==> config.mk <==
export PLATFORM = sky130hd
export DESIGN_NAME = mips_multicycle_control
export DESIGN_NICKNAME = d
export VERILOG_FILES = /design/src/rtl/mips_multicycle_control_pkg.sv /design/src/rtl/mips_multicycle_control_alu_dec.sv /design/src/rtl/mips_multicycle_control.sv
export SDC_FILE = /design/constraint.sdc
export NUM_CORES = 1
export LEC_CHECK = 0
export CORE_ASPECT_RATIO = 0.7
export CORE_MARGIN = 1.5
export CORE_UTILIZATION = 35
export CTS_CLUSTER_DIAMETER = 200
export DETAILED_ROUTE_END_ITERATION = 7
export PLACE_DENSITY = 0.71
export SLEW_MARGIN = 20
export SYNTH_ARGS = -nofsm -noshare
export SYNTH_HDL_FRONTEND = slang
export SYNTH_SLANG_ARGS = --single-unit
export TNS_END_PERCENT = 10
==> constraint.sdc <==
create_clock -name clk -period 4.25 [get_ports clk]
set_input_delay 0.85 -clock clk [delete_from_list [all_inputs] [get_ports clk]]
set_output_delay 0.85 -clock clk [all_outputs]
set_load 0.03 [all_outputs]
==> src/rtl/mips_multicycle_control_pkg.sv <==
// Shared types and encodings for the multicycle MIPS control unit:
// FSM states, opcode/funct constants, mux encodings and the strobe bundle.
package MIPS_MC_Definitions;

    typedef logic [5:0] opcode_t;
    typedef logic [5:0] function_t;

    typedef enum logic [1:0] {
        ALU_OP_ADD   = 2'b00,
        ALU_OP_SUB   = 2'b01,
        ALU_OP_FUNCT = 2'b10
    } alu_op_t;

    typedef enum logic [2:0] {
        ALU_AND = 3'b000,
        ALU_OR  = 3'b001,
        ALU_ADD = 3'b010,
        ALU_SUB = 3'b110,
        ALU_SLT = 3'b111
    } alu_sel_t;

    typedef enum logic [3:0] {
        S_FETCH, S_DECODE, S_MEM_ADDR, S_MEM_READ, S_MEM_WB, S_MEM_WRITE,
        S_EXECUTE, S_ALU_WB, S_BRANCH, S_ADDI_EXEC, S_ADDI_WB, S_JUMP, S_FAULT
    } mc_state_t;

    localparam opcode_t OP_RTYPE = 6'h00;
    localparam opcode_t OP_LW    = 6'h23;
    localparam opcode_t OP_SW    = 6'h2B;
    localparam opcode_t OP_BEQ   = 6'h04;
    localparam opcode_t OP_BNE   = 6'h05;
    localparam opcode_t OP_ADDI  = 6'h08;
    localparam opcode_t OP_J     = 6'h02;

    localparam function_t FN_ADD = 6'h20;
    localparam function_t FN_SUB = 6'h22;
    localparam function_t FN_AND = 6'h24;
    localparam function_t FN_OR  = 6'h25;
    localparam function_t FN_SLT = 6'h2A;

    localparam logic [1:0] SRCB_B       = 2'b00;
    localparam logic [1:0] SRCB_FOUR    = 2'b01;
    localparam logic [1:0] SRCB_IMM     = 2'b10;
    localparam logic [1:0] SRCB_IMM_SH2 = 2'b11;

    localparam logic [1:0] PCSRC_ALU    = 2'b00;
    localparam logic [1:0] PCSRC_ALUOUT = 2'b01;
    localparam logic [1:0] PCSRC_JUMP   = 2'b10;

    typedef struct packed {
        logic       mem_req;
        logic       mem_we;
        logic       iord;
        logic       ir_write;
        logic       pc_write;
        logic       reg_write;
        logic       reg_dst;
        logic       mem_to_reg;
        logic       alu_src_a;
        logic [1:0] alu_src_b;
        logic [1:0] pc_src;
        alu_op_t    alu_op;
        logic       alu_en;
        logic       instr_retired;
    } mc_control_t;

endpackage

==> src/rtl/mips_multicycle_control_alu_dec.sv <==
// ALU decoder: maps the FSM's alu_op plus the R-type funct field to an ALU select,
// flagging funct codes the ALU does not implement.
module mips_multicycle_control_alu_dec
    import MIPS_MC_Definitions::*;
(
    input  alu_op_t   alu_op_i,
    input  function_t funct_i,
    output alu_sel_t  alu_sel_o,
    output logic      invalid_funct_o
);

    always_comb begin
        alu_sel_o       = ALU_AND;
        invalid_funct_o = 1'b0;
        case (alu_op_i)
            ALU_OP_ADD: alu_sel_o = ALU_ADD;
            ALU_OP_SUB: alu_sel_o = ALU_SUB;
            ALU_OP_FUNCT: begin
                case (funct_i)
                    FN_ADD:  alu_sel_o = ALU_ADD;
                    FN_SUB:  alu_sel_o = ALU_SUB;
                    FN_AND:  alu_sel_o = ALU_AND;
                    FN_OR:   alu_sel_o = ALU_OR;
                    FN_SLT:  alu_sel_o = ALU_SLT;
                    default: invalid_funct_o = 1'b1;
                endcase
            end
            default: invalid_funct_o = 1'b1;
        endcase
    end

endmodule

==> src/rtl/mips_multicycle_control.sv <==
// Multicycle MIPS control FSM with a memory ready/request handshake, optional
// addi/bne/j support, a wait-cycle timeout and a sticky, reset-only FAULT state.
module mips_multicycle_control
    import MIPS_MC_Definitions::*;
#(
    parameter int TIMEOUT_CYCLES = 16,
    parameter bit ENABLE_EXT_OPS = 1'b1,
    parameter int TMO_W          = (TIMEOUT_CYCLES > 0) ? $clog2(TIMEOUT_CYCLES + 1) : 1
) (
    input  logic      clk,
    input  logic      rst_n,
    input  opcode_t   opcode,
    input  function_t funct,
    input  logic      zero,
    input  logic      mem_ready,
    output logic      mem_req,
    output logic      mem_we,
    output logic      iord,
    output logic      ir_write,
    output logic      pc_write,
    output logic      reg_write,
    output logic      reg_dst,
    output logic      mem_to_reg,
    output logic      alu_src_a,
    output logic [1:0] alu_src_b,
    output logic [1:0] pc_src,
    output alu_sel_t  alu_sel,
    output logic      instr_retired,
    output logic      illegal_op,
    output logic      mem_timeout
);

    localparam logic [TMO_W-1:0] TMO_LAST = TMO_W'(TIMEOUT_CYCLES - 1);

    mc_state_t          state_q, state_d;
    logic [TMO_W-1:0]   tmo_q, tmo_d;
    logic               illegal_q, illegal_d;
    logic               timeout_q, timeout_d;
    mc_control_t        ctl, ctl_gated;
    alu_sel_t           dec_sel;
    logic               dec_invalid;
    logic               in_mem_state;
    logic               tmo_hit;

    mips_multicycle_control_alu_dec u_alu_dec (
        .alu_op_i        (ctl.alu_op),
        .funct_i         (funct),
        .alu_sel_o       (dec_sel),
        .invalid_funct_o (dec_invalid)
    );

    assign in_mem_state = (state_q == S_FETCH) || (state_q == S_MEM_READ) ||
                          (state_q == S_MEM_WRITE);
    // Completion on the limit cycle wins, hence the !mem_ready term.
    assign tmo_hit = (TIMEOUT_CYCLES != 0) && in_mem_state && !mem_ready &&
                     (tmo_q == TMO_LAST);

    always_comb begin
        ctl       = '0;
        state_d   = state_q;
        illegal_d = illegal_q;
        timeout_d = timeout_q;
        case (state_q)
            S_FETCH: begin
                ctl.mem_req   = 1'b1;
                ctl.alu_en    = 1'b1;
                ctl.alu_src_b = SRCB_FOUR;
                ctl.pc_src    = PCSRC_ALU;
                if (mem_ready) begin
                    ctl.ir_write = 1'b1;
                    ctl.pc_write = 1'b1;
                    state_d      = S_DECODE;
                end
            end
            S_DECODE: begin
                ctl.alu_en    = 1'b1;
                ctl.alu_src_b = SRCB_IMM_SH2;
                case (opcode)
                    OP_RTYPE:     state_d = S_EXECUTE;
                    OP_LW, OP_SW: state_d = S_MEM_ADDR;
                    OP_BEQ:       state_d = S_BRANCH;
                    OP_BNE:       state_d = ENABLE_EXT_OPS ? S_BRANCH : S_FAULT;
                    OP_ADDI:      state_d = ENABLE_EXT_OPS ? S_ADDI_EXEC : S_FAULT;
                    OP_J:         state_d = ENABLE_EXT_OPS ? S_JUMP : S_FAULT;
                    default:      state_d = S_FAULT;
                endcase
                if (state_d == S_FAULT) illegal_d = 1'b1;
            end
            S_MEM_ADDR: begin
                ctl.alu_en    = 1'b1;
                ctl.alu_src_a = 1'b1;
                ctl.alu_src_b = SRCB_IMM;
                state_d       = (opcode == OP_LW) ? S_MEM_READ : S_MEM_WRITE;
            end
            S_MEM_READ: begin
                ctl.mem_req = 1'b1;
                ctl.iord    = 1'b1;
                if (mem_ready) state_d = S_MEM_WB;
            end
            S_MEM_WB: begin
                ctl.reg_write     = 1'b1;
                ctl.mem_to_reg    = 1'b1;
                ctl.instr_retired = 1'b1;
                state_d           = S_FETCH;
            end
            S_MEM_WRITE: begin
                ctl.mem_req = 1'b1;
                ctl.mem_we  = 1'b1;
                ctl.iord    = 1'b1;
                if (mem_ready) begin
                    ctl.instr_retired = 1'b1;
                    state_d           = S_FETCH;
                end
            end
            S_EXECUTE: begin
                ctl.alu_en    = 1'b1;
                ctl.alu_src_a = 1'b1;
                ctl.alu_src_b = SRCB_B;
                ctl.alu_op    = ALU_OP_FUNCT;
                if (dec_invalid) begin
                    state_d   = S_FAULT;
                    illegal_d = 1'b1;
                end else begin
                    state_d   = S_ALU_WB;
                end
            end
            S_ALU_WB: begin
                ctl.reg_write     = 1'b1;
                ctl.reg_dst       = 1'b1;
                ctl.instr_retired = 1'b1;
                state_d           = S_FETCH;
            end
            S_BRANCH: begin
                ctl.alu_en        = 1'b1;
                ctl.alu_src_a     = 1'b1;
                ctl.alu_src_b     = SRCB_B;
                ctl.alu_op        = ALU_OP_SUB;
                ctl.pc_src        = PCSRC_ALUOUT;
                ctl.pc_write      = (opcode == OP_BNE) ? !zero : zero;
                ctl.instr_retired = 1'b1;
                state_d           = S_FETCH;
            end
            S_ADDI_EXEC: begin
                ctl.alu_en    = 1'b1;
                ctl.alu_src_a = 1'b1;
                ctl.alu_src_b = SRCB_IMM;
                state_d       = S_ADDI_WB;
            end
            S_ADDI_WB: begin
                ctl.reg_write     = 1'b1;
                ctl.instr_retired = 1'b1;
                state_d           = S_FETCH;
            end
            S_JUMP: begin
                ctl.pc_src        = PCSRC_JUMP;
                ctl.pc_write      = 1'b1;
                ctl.instr_retired = 1'b1;
                state_d           = S_FETCH;
            end
            default: state_d = S_FAULT;
        endcase
        if (tmo_hit) begin
            state_d   = S_FAULT;
            timeout_d = 1'b1;
        end
    end

    // Any state change restarts the wait count, so each memory state starts at zero.
    always_comb begin
        if (state_d != state_q)              tmo_d = '0;
        else if (in_mem_state && !mem_ready) tmo_d = tmo_q + TMO_W'(1);
        else                                 tmo_d = tmo_q;
    end

    always_ff @(posedge clk or negedge rst_n) begin
        if (!rst_n) begin
            state_q   <= S_FETCH;
            tmo_q     <= '0;
            illegal_q <= 1'b0;
            timeout_q <= 1'b0;
        end else begin
            state_q   <= state_d;
            tmo_q     <= tmo_d;
            illegal_q <= illegal_d;
            timeout_q <= timeout_d;
        end
    end

    // Outputs are forced low combinationally so reset suppresses writes at once.
    assign ctl_gated     = rst_n ? ctl : '0;
    assign mem_req       = ctl_gated.mem_req;
    assign mem_we        = ctl_gated.mem_we;
    assign iord          = ctl_gated.iord;
    assign ir_write      = ctl_gated.ir_write;
    assign pc_write      = ctl_gated.pc_write;
    assign reg_write     = ctl_gated.reg_write;
    assign reg_dst       = ctl_gated.reg_dst;
    assign mem_to_reg    = ctl_gated.mem_to_reg;
    assign alu_src_a     = ctl_gated.alu_src_a;
    assign alu_src_b     = ctl_gated.alu_src_b;
    assign pc_src        = ctl_gated.pc_src;
    assign instr_retired = ctl_gated.instr_retired;
    assign alu_sel       = ctl_gated.alu_en ? dec_sel : ALU_AND;
    assign illegal_op    = rst_n & illegal_q;
    assign mem_timeout   = rst_n & timeout_q;

endmodule
==> results.json, run 1 <==
{
  "max-vdd-ir-drop_v": 0.000225,
  "nets": 217,
  "synth.avg_cell_area_um2": 7.80,
  "core-area_um2": 3560,
  "drcViolationCount": 0,
  "final_hold_viol_count": 0,
  "overflow": 0,
  "root_buffer": "clkbuf_8",
  "rsz0062_at_grt": "false",
  "startpoint_type": "primary input",
  "syn_nets": 186,
  "clock_sinks": 11,
  "fin_skew_ps": 4.03,
  "cpMaxStageDelayCell": "clkdlybuf4s50_1",
  "initial_utilization": 0.368,
  "clk_pin_slew_ps": 50,
  "synthTopCellsByArea": "dfrtp_1, nor2_1, nand2_1, a2111oi_4, a21oi_1",
  "die_width_um": 76.1,
  "fmax_mhz": 254,
  "yosysTopAreaCellShare": 0.210,
  "synthArstFlopShare": 1.00,
  "detail-route-antenna-nets": 0,
  "grt_pass1_vias": 1165,
  "numCtsBuffers": 3,
  "htreeDepth": 1,
  "grt_max_degree": 25,
  "maxCapViolCount": 0,
  "worstPathCellList": "clkdlybuf4s50_1 -> nor3_2 -> nand4b_1 -> xnor2_1 -> a21oi_1 -> nor4b_1 -> clkdlybuf4s50_1",
  "critPathTopFamily": "buffers and inverters",
  "synth_warnings": 0,
  "fin_crit_sh": 0.928,
  "finalCriticalPeriod_ps": 3940,
  "synth_seq_cells": 11,
  "power_leakage_nw": 0.678,
  "critPathCaptureType": "primary output",
  "dieHeight_um": 54.2,
  "yosys_most_used_dff": "dfrtp_1",
  "syn_area_um2": 1310,
  "max-clock-path-buffers": 2,
  "path_max_fanout": 6,
  "via_count": 1332,
  "syn_inst": 168,
  "grt_util_all_layers": 0.171,
  "hold_path.class": "flip-flop to flip-flop",
  "area_delta_synth_final_pct": 32.6,
  "worst_slack_ps": 306,
  "viasPerCell": 5.37,
  "ys_seq_area_frac": 0.210,
  "place_ws_ps": 215,
  "routedWlPerCell_um": 13.2,
  "path_common_cell": "clkdlybuf4s50_1",
  "path_class": "primary input to primary output",
  "worstPathArrival_ps": 3090,
  "port_buffers": 34,
  "finalMaxSlewViolations": 0,
  "antenna_found_initial": 0,
  "slew_headroom": 0.475,
  "cp.required_ps": 3400,
  "slowest_delay_ps": 720,
  "ios": 35,
  "synth.largest_area_cell": "dfrtp_1",
  "drtPass1Iterations": 5,
  "num_rows": 18,
  "diodes": 0,
  "worst_pin_slew_ps": 787,
  "die_area_um2": 4120,
  "wl_um": 3280,
  "finalNonFillerCells": 248,
  "yosys.cell_types.count": 59,
  "synth_edf_count": 0,
  "placedCellCount": 244,
  "grt_pass1_wl_um": 5650,
  "dp_hpwl_um": 2510,
  "drt_iter0_markers": 200,
  "cts_tree": "yes",
  "drive_gt1_frac": 0.111,
  "cellPowerDensity_nw_per_um2": 473,
  "outcome": "finished, final reports clean",
  "setup_violations": 0,
  "place_congestion": 0.850,
  "crit_buf_inv": 2,
  "tns_ps": 0,
  "clock_latency_ps": 240
}
## synthesized netlist by cell type, types with 5 or more instances
| cell type | instances |
|---|---|
| nor2_1 | 22 |
| nand2_1 | 18 |
| dfrtp_1 | 11 |
| a21oi_1 | 10 |
| nor3_1 | 10 |
| nor2b_1 | 8 |
| buf_2 | 6 |
| xor2_1 | 5 |
## registers in the layout, summed over array words and instances (netlist names)
| name | flops |
|---|---|
| state_q | 4 |
| illegal_q | 1 |
| timeout_q | 1 |
| tmo_q | 5 |
## what timing repair did
| item | in CTS | in global routing |
|---|---|---|
| hold buffers | 0 | 0 |
| buffers inserted | 0 | 0 |
| endpoints found under the hold margin | 0 | 0 |
| gates resized for setup | 0 | 1 |
| endpoints found under the setup margin | 0 | 1 |
## worst reg2reg max path, delay by kind of cell, from the launching register on
kind            cells  cell delay [ps]
simple gates        2              860
compound gates      4              700
flops               1              850
## cell families after synthesis
group | count (synthesis) | share of synthesized area
flip-flops | 11 | 0.210
AND/OR/NAND/NOR | 90 | 0.384
multiplexers | 4 | 0.0353
XOR/XNOR | 8 | 0.0535
buffers and inverters | 14 | 0.0458
adder cells (fa/ha/maj) | 2 | 0.0191
AO/OA/AOI/OAI | 39 | 0.252
## layer usage
layer	part of all wire	wire length, um	global-route usage	vias up
met3	0.079	259	0.0356	0
met4	0	0	0.00926	0
met5	0	0	0	-
li1	-	-	-	672
met2	0.40	1320	0.257	59
met1	0.52	1700	0.262	601
## metrics by stage
step,hold slack (ps),area (um^2),power [mW],util
2_1_floorplan,420,1310,0.572,-
3_3_place_gp,435,1690,0.718,0.474
3_5_place_dp,446,1690,0.716,0.474
4_1_cts,460,1730,0.823,0.487
5_1_grt,486,1740,0.891,0.488
6_report,464,1740,0.821,0.488
## cell type report
cell class | count | area, um^2
Inverter | 3 | 11.3
Clock buffer | 4 | 45.0
Tap cell | 50 | 62.6
Timing Repair Buffer | 37 | 363
Fill cell | 373 | 1820
Sequential cell | 11 | 275
Multi-Input combinational cell | 143 | 980
## worst paths after layout
kind | start | end | slack [ps] | cells past startpoint
max | opcode[1] | pc_write | 310 | 7
min | timeout_q$_DFFE_PN0P_ | timeout_q$_DFFE_PN0P_ | 460 | 1
max reg2reg | state_q[1]$_DFF_PN0_ | tmo_q[4]$_DFFE_PN0P_ | 1750 | 6
min reg2reg | timeout_q$_DFFE_PN0P_ | timeout_q$_DFFE_PN0P_ | 460 | 1
max in group asynchronous | rst_n | tmo_q[1]$_DFFE_PN0P_ | 2750 | 2
min in group asynchronous | rst_n | timeout_q$_DFFE_PN0P_ | 1350 | 2
## placed cells by master, fill, tap and decap left out, types with 2 or more instances in the layout
cell and count:
mux2i_1 2, nor3b_1 2, nand3_1 3, inv_1 3
clkbuf_8 3, or2_2 2, nor2_1 22, xnor2_1 3
and3_1 2, clkdlybuf4s50_1 34, and2_1 3, nor4b_1 2
a21oi_1 10, o21ai_0 3, nor2b_1 8, o21a_1 2
nor3_2 2, nand2_1 18, xor2_1 5, buf_4 3
dfrtp_1 11, a211oi_1 2, a2111oi_4 2, nand2b_1 3
nor3_1 9, o22ai_2 2, a32oi_1 2, ha_1 2
a31oi_1 2
## report_power, final
group / leakage [nW] / switching (mW) / internal (mW)
Clock: 0.0228 / 0.0363 / 0.0656
Combinational: 0.511 / 0.310 / 0.224
Sequential: 0.144 / 0.0621 / 0.124
Note: power is estimated with default switching activity, not from simulation.
==> inputs of run 2 (changes only) <==
Settings changed: SETUP_SLACK_MARGIN set to 0.15.
==> results.json, run 2 (synthesis gave the netlist of run 1 again) <==
{
  "outcome": "finished, final reports clean",
  "num_rows": 18,
  "clockPowerShare": 0.124,
  "worstPathCellList": "clkdlybuf4s50_1 -> nor2_1 -> nand2_1 -> nand2_1 -> a211oi_1 -> clkdlybuf4s50_1",
  "ff2ff_path_depth": 6,
  "finalNonFillerCells": 248,
  "largest_reg_flops": 5,
  "die_area_um2": 4120,
  "max-vdd-ir-drop_v": 0.000226,
  "clock_latency_ps": 240,
  "overflow": 0,
  "grt_pass1_wl_um": 5650,
  "grt_max_degree": 25,
  "reg_top3": "tmo_q x5, state_q x4",
  "place_congestion": 0.850,
  "port_buffers": 34,
  "tns_ps": 0,
  "cellPowerDensity_nw_per_um2": 472,
  "dieHeight_um": 54.2,
  "holdPathStages": 1,
  "diodes": 0,
  "fin_skew_ps": 4.08,
  "critPathCaptureType": "primary output",
  "viasPerCell": 5.32,
  "drcViolationCount": 0,
  "grt_util_all_layers": 0.171,
  "antenna_found_initial": 0,
  "cp.required_ps": 3400,
  "numCtsBuffers": 3,
  "placedCellCount": 244,
  "cpMaxStageDelayCell": "clkdlybuf4s50_1",
  "power_leakage_nw": 0.694,
  "drive_gt1_frac": 0.111,
  "area_delta_synth_final_pct": 32.8,
  "slowest_delay_ps": 720,
  "mostFrequentLayoutCells": "clkdlybuf4s50_1, nor2_1, nand2_1, dfrtp_1, a21oi_1",
  "p_int_uw": 413,
  "worst-path-stages": 6,
  "die_width_um": 76.1,
  "setup_violations": 0,
  "final_common_cell": "clkdlybuf4s50_1",
  "top_register": "tmo_q",
  "nets": 217,
  "dp_hpwl_um": 2510,
  "slew_headroom": 0.489,
  "seq_power_share": 0.226,
  "rsz0062_at_grt": "false",
  "fmax_mhz": 273,
  "ctsHoldBuffers": 0,
  "fin_crit_sh": 0.863,
  "path_class": "primary input to primary output",
  "initial_utilization": 0.368,
  "path_max_fanout": 9,
  "wl_um": 3270,
  "root_buffer": "clkbuf_8",
  "worstPathArrival_ps": 2820,
  "maxCapViolCount": 0,
  "combinationalPowerShare": 0.650,
  "drt_iter0_markers": 200,
  "finalMaxSlewViolations": 0,
  "via_count": 1319,
  "finalCriticalPeriod_ps": 3670,
  "routedWlPerCell_um": 13.2,
  "grt_pass1_vias": 1165,
  "switching_share": 0.497,
  "critPathTopFamily": "buffers and inverters",
  "ios": 35,
  "hold_path.class": "flip-flop to flip-flop",
  "final_hold_viol_count": 0,
  "post_cts_buffers": 0,
  "clock_sinks": 11,
  "drtPass1Iterations": 5,
  "max-clock-path-buffers": 2,
  "p_sw_uw": 408,
  "clk_pin_slew_ps": 50,
  "crit_buf_inv": 2,
  "core-area_um2": 3560,
  "cts_tree": "yes",
  "detail-route-antenna-nets": 0,
  "htreeDepth": 1,
  "worst_pin_slew_ps": 766,
  "startpoint_type": "primary input"
}
[run 2: cell count changes in the layout (fill, tap and decap cells not counted)]
cell and delta:
dlymetal6s2s_1 +1, clkdlybuf4s50_1 -1
[run 2: what timing repair did]
item | 4_1_cts | 5_1_grt
gates resized for setup | 0 | 2
endpoints found under the setup margin | 0 | 1
hold endpoints to repair | 0 | 0
[run 2: area by class of cell]
cell class	count	area, um^2
Sequential cell	11	275
Timing Repair Buffer	37	365
Tap cell	50	62.6
Clock buffer	4	45.0
Inverter	3	11.3
Fill cell	373	1820
Multi-Input combinational cell	143	980
[run 2: final timing paths]
kind | startpoint | endpoint | slack (ps)
max | mem_ready | instr_retired | 580
min | timeout_q$_DFFE_PN0P_ | timeout_q$_DFFE_PN0P_ | 460
max reg2reg | state_q[1]$_DFF_PN0_ | tmo_q[4]$_DFFE_PN0P_ | 1780
min reg2reg | timeout_q$_DFFE_PN0P_ | timeout_q$_DFFE_PN0P_ | 460
max in group asynchronous | rst_n | tmo_q[1]$_DFFE_PN0P_ | 2760
min in group asynchronous | rst_n | timeout_q$_DFFE_PN0P_ | 1340
[run 2: worst register-to-register path, stage by stage, from the launching register on]
cell and delay, ps:
dfrtp_1 830, nand4bb_1 320, nor4b_2 520, a211oi_1 120, o22ai_2 130, o21ai_2 130
a2111oi_4 320
[run 2: per-layer routing]
metal / GRT usage / up-vias / wire, um / share of wire
li1: - / 673 / - / -
met1: 0.262 / 586 / 1710 / 0.52
met2: 0.257 / 60 / 1300 / 0.40
met3: 0.0356 / 0 / 259 / 0.079
met4: 0.00926 / 0 / 0 / 0
met5: 0 / - / 0 / 0
[run 2: power by group through the flow]
stage               clock (mW)  sequential (mW)  combinational, mW
floorplan                    0            0.135              0.436
global placement             0            0.186              0.531
detailed placement           0            0.185              0.531
CTS                      0.107            0.183              0.533
global route             0.113            0.191              0.586
finish                   0.102            0.186              0.533
[run 2: metrics by stage]
step	hold WS (ps)	area [um^2]	setup WS (ps)	power, mW	util
6_report	464	1740	583	0.821	0.489
3_5_place_dp	446	1690	215	0.716	0.474
5_1_grt	486	1740	464	0.890	0.489
2_1_floorplan	420	1310	750	0.572	-
3_3_place_gp	435	1690	233	0.718	0.474
4_1_cts	460	1730	207	0.823	0.487
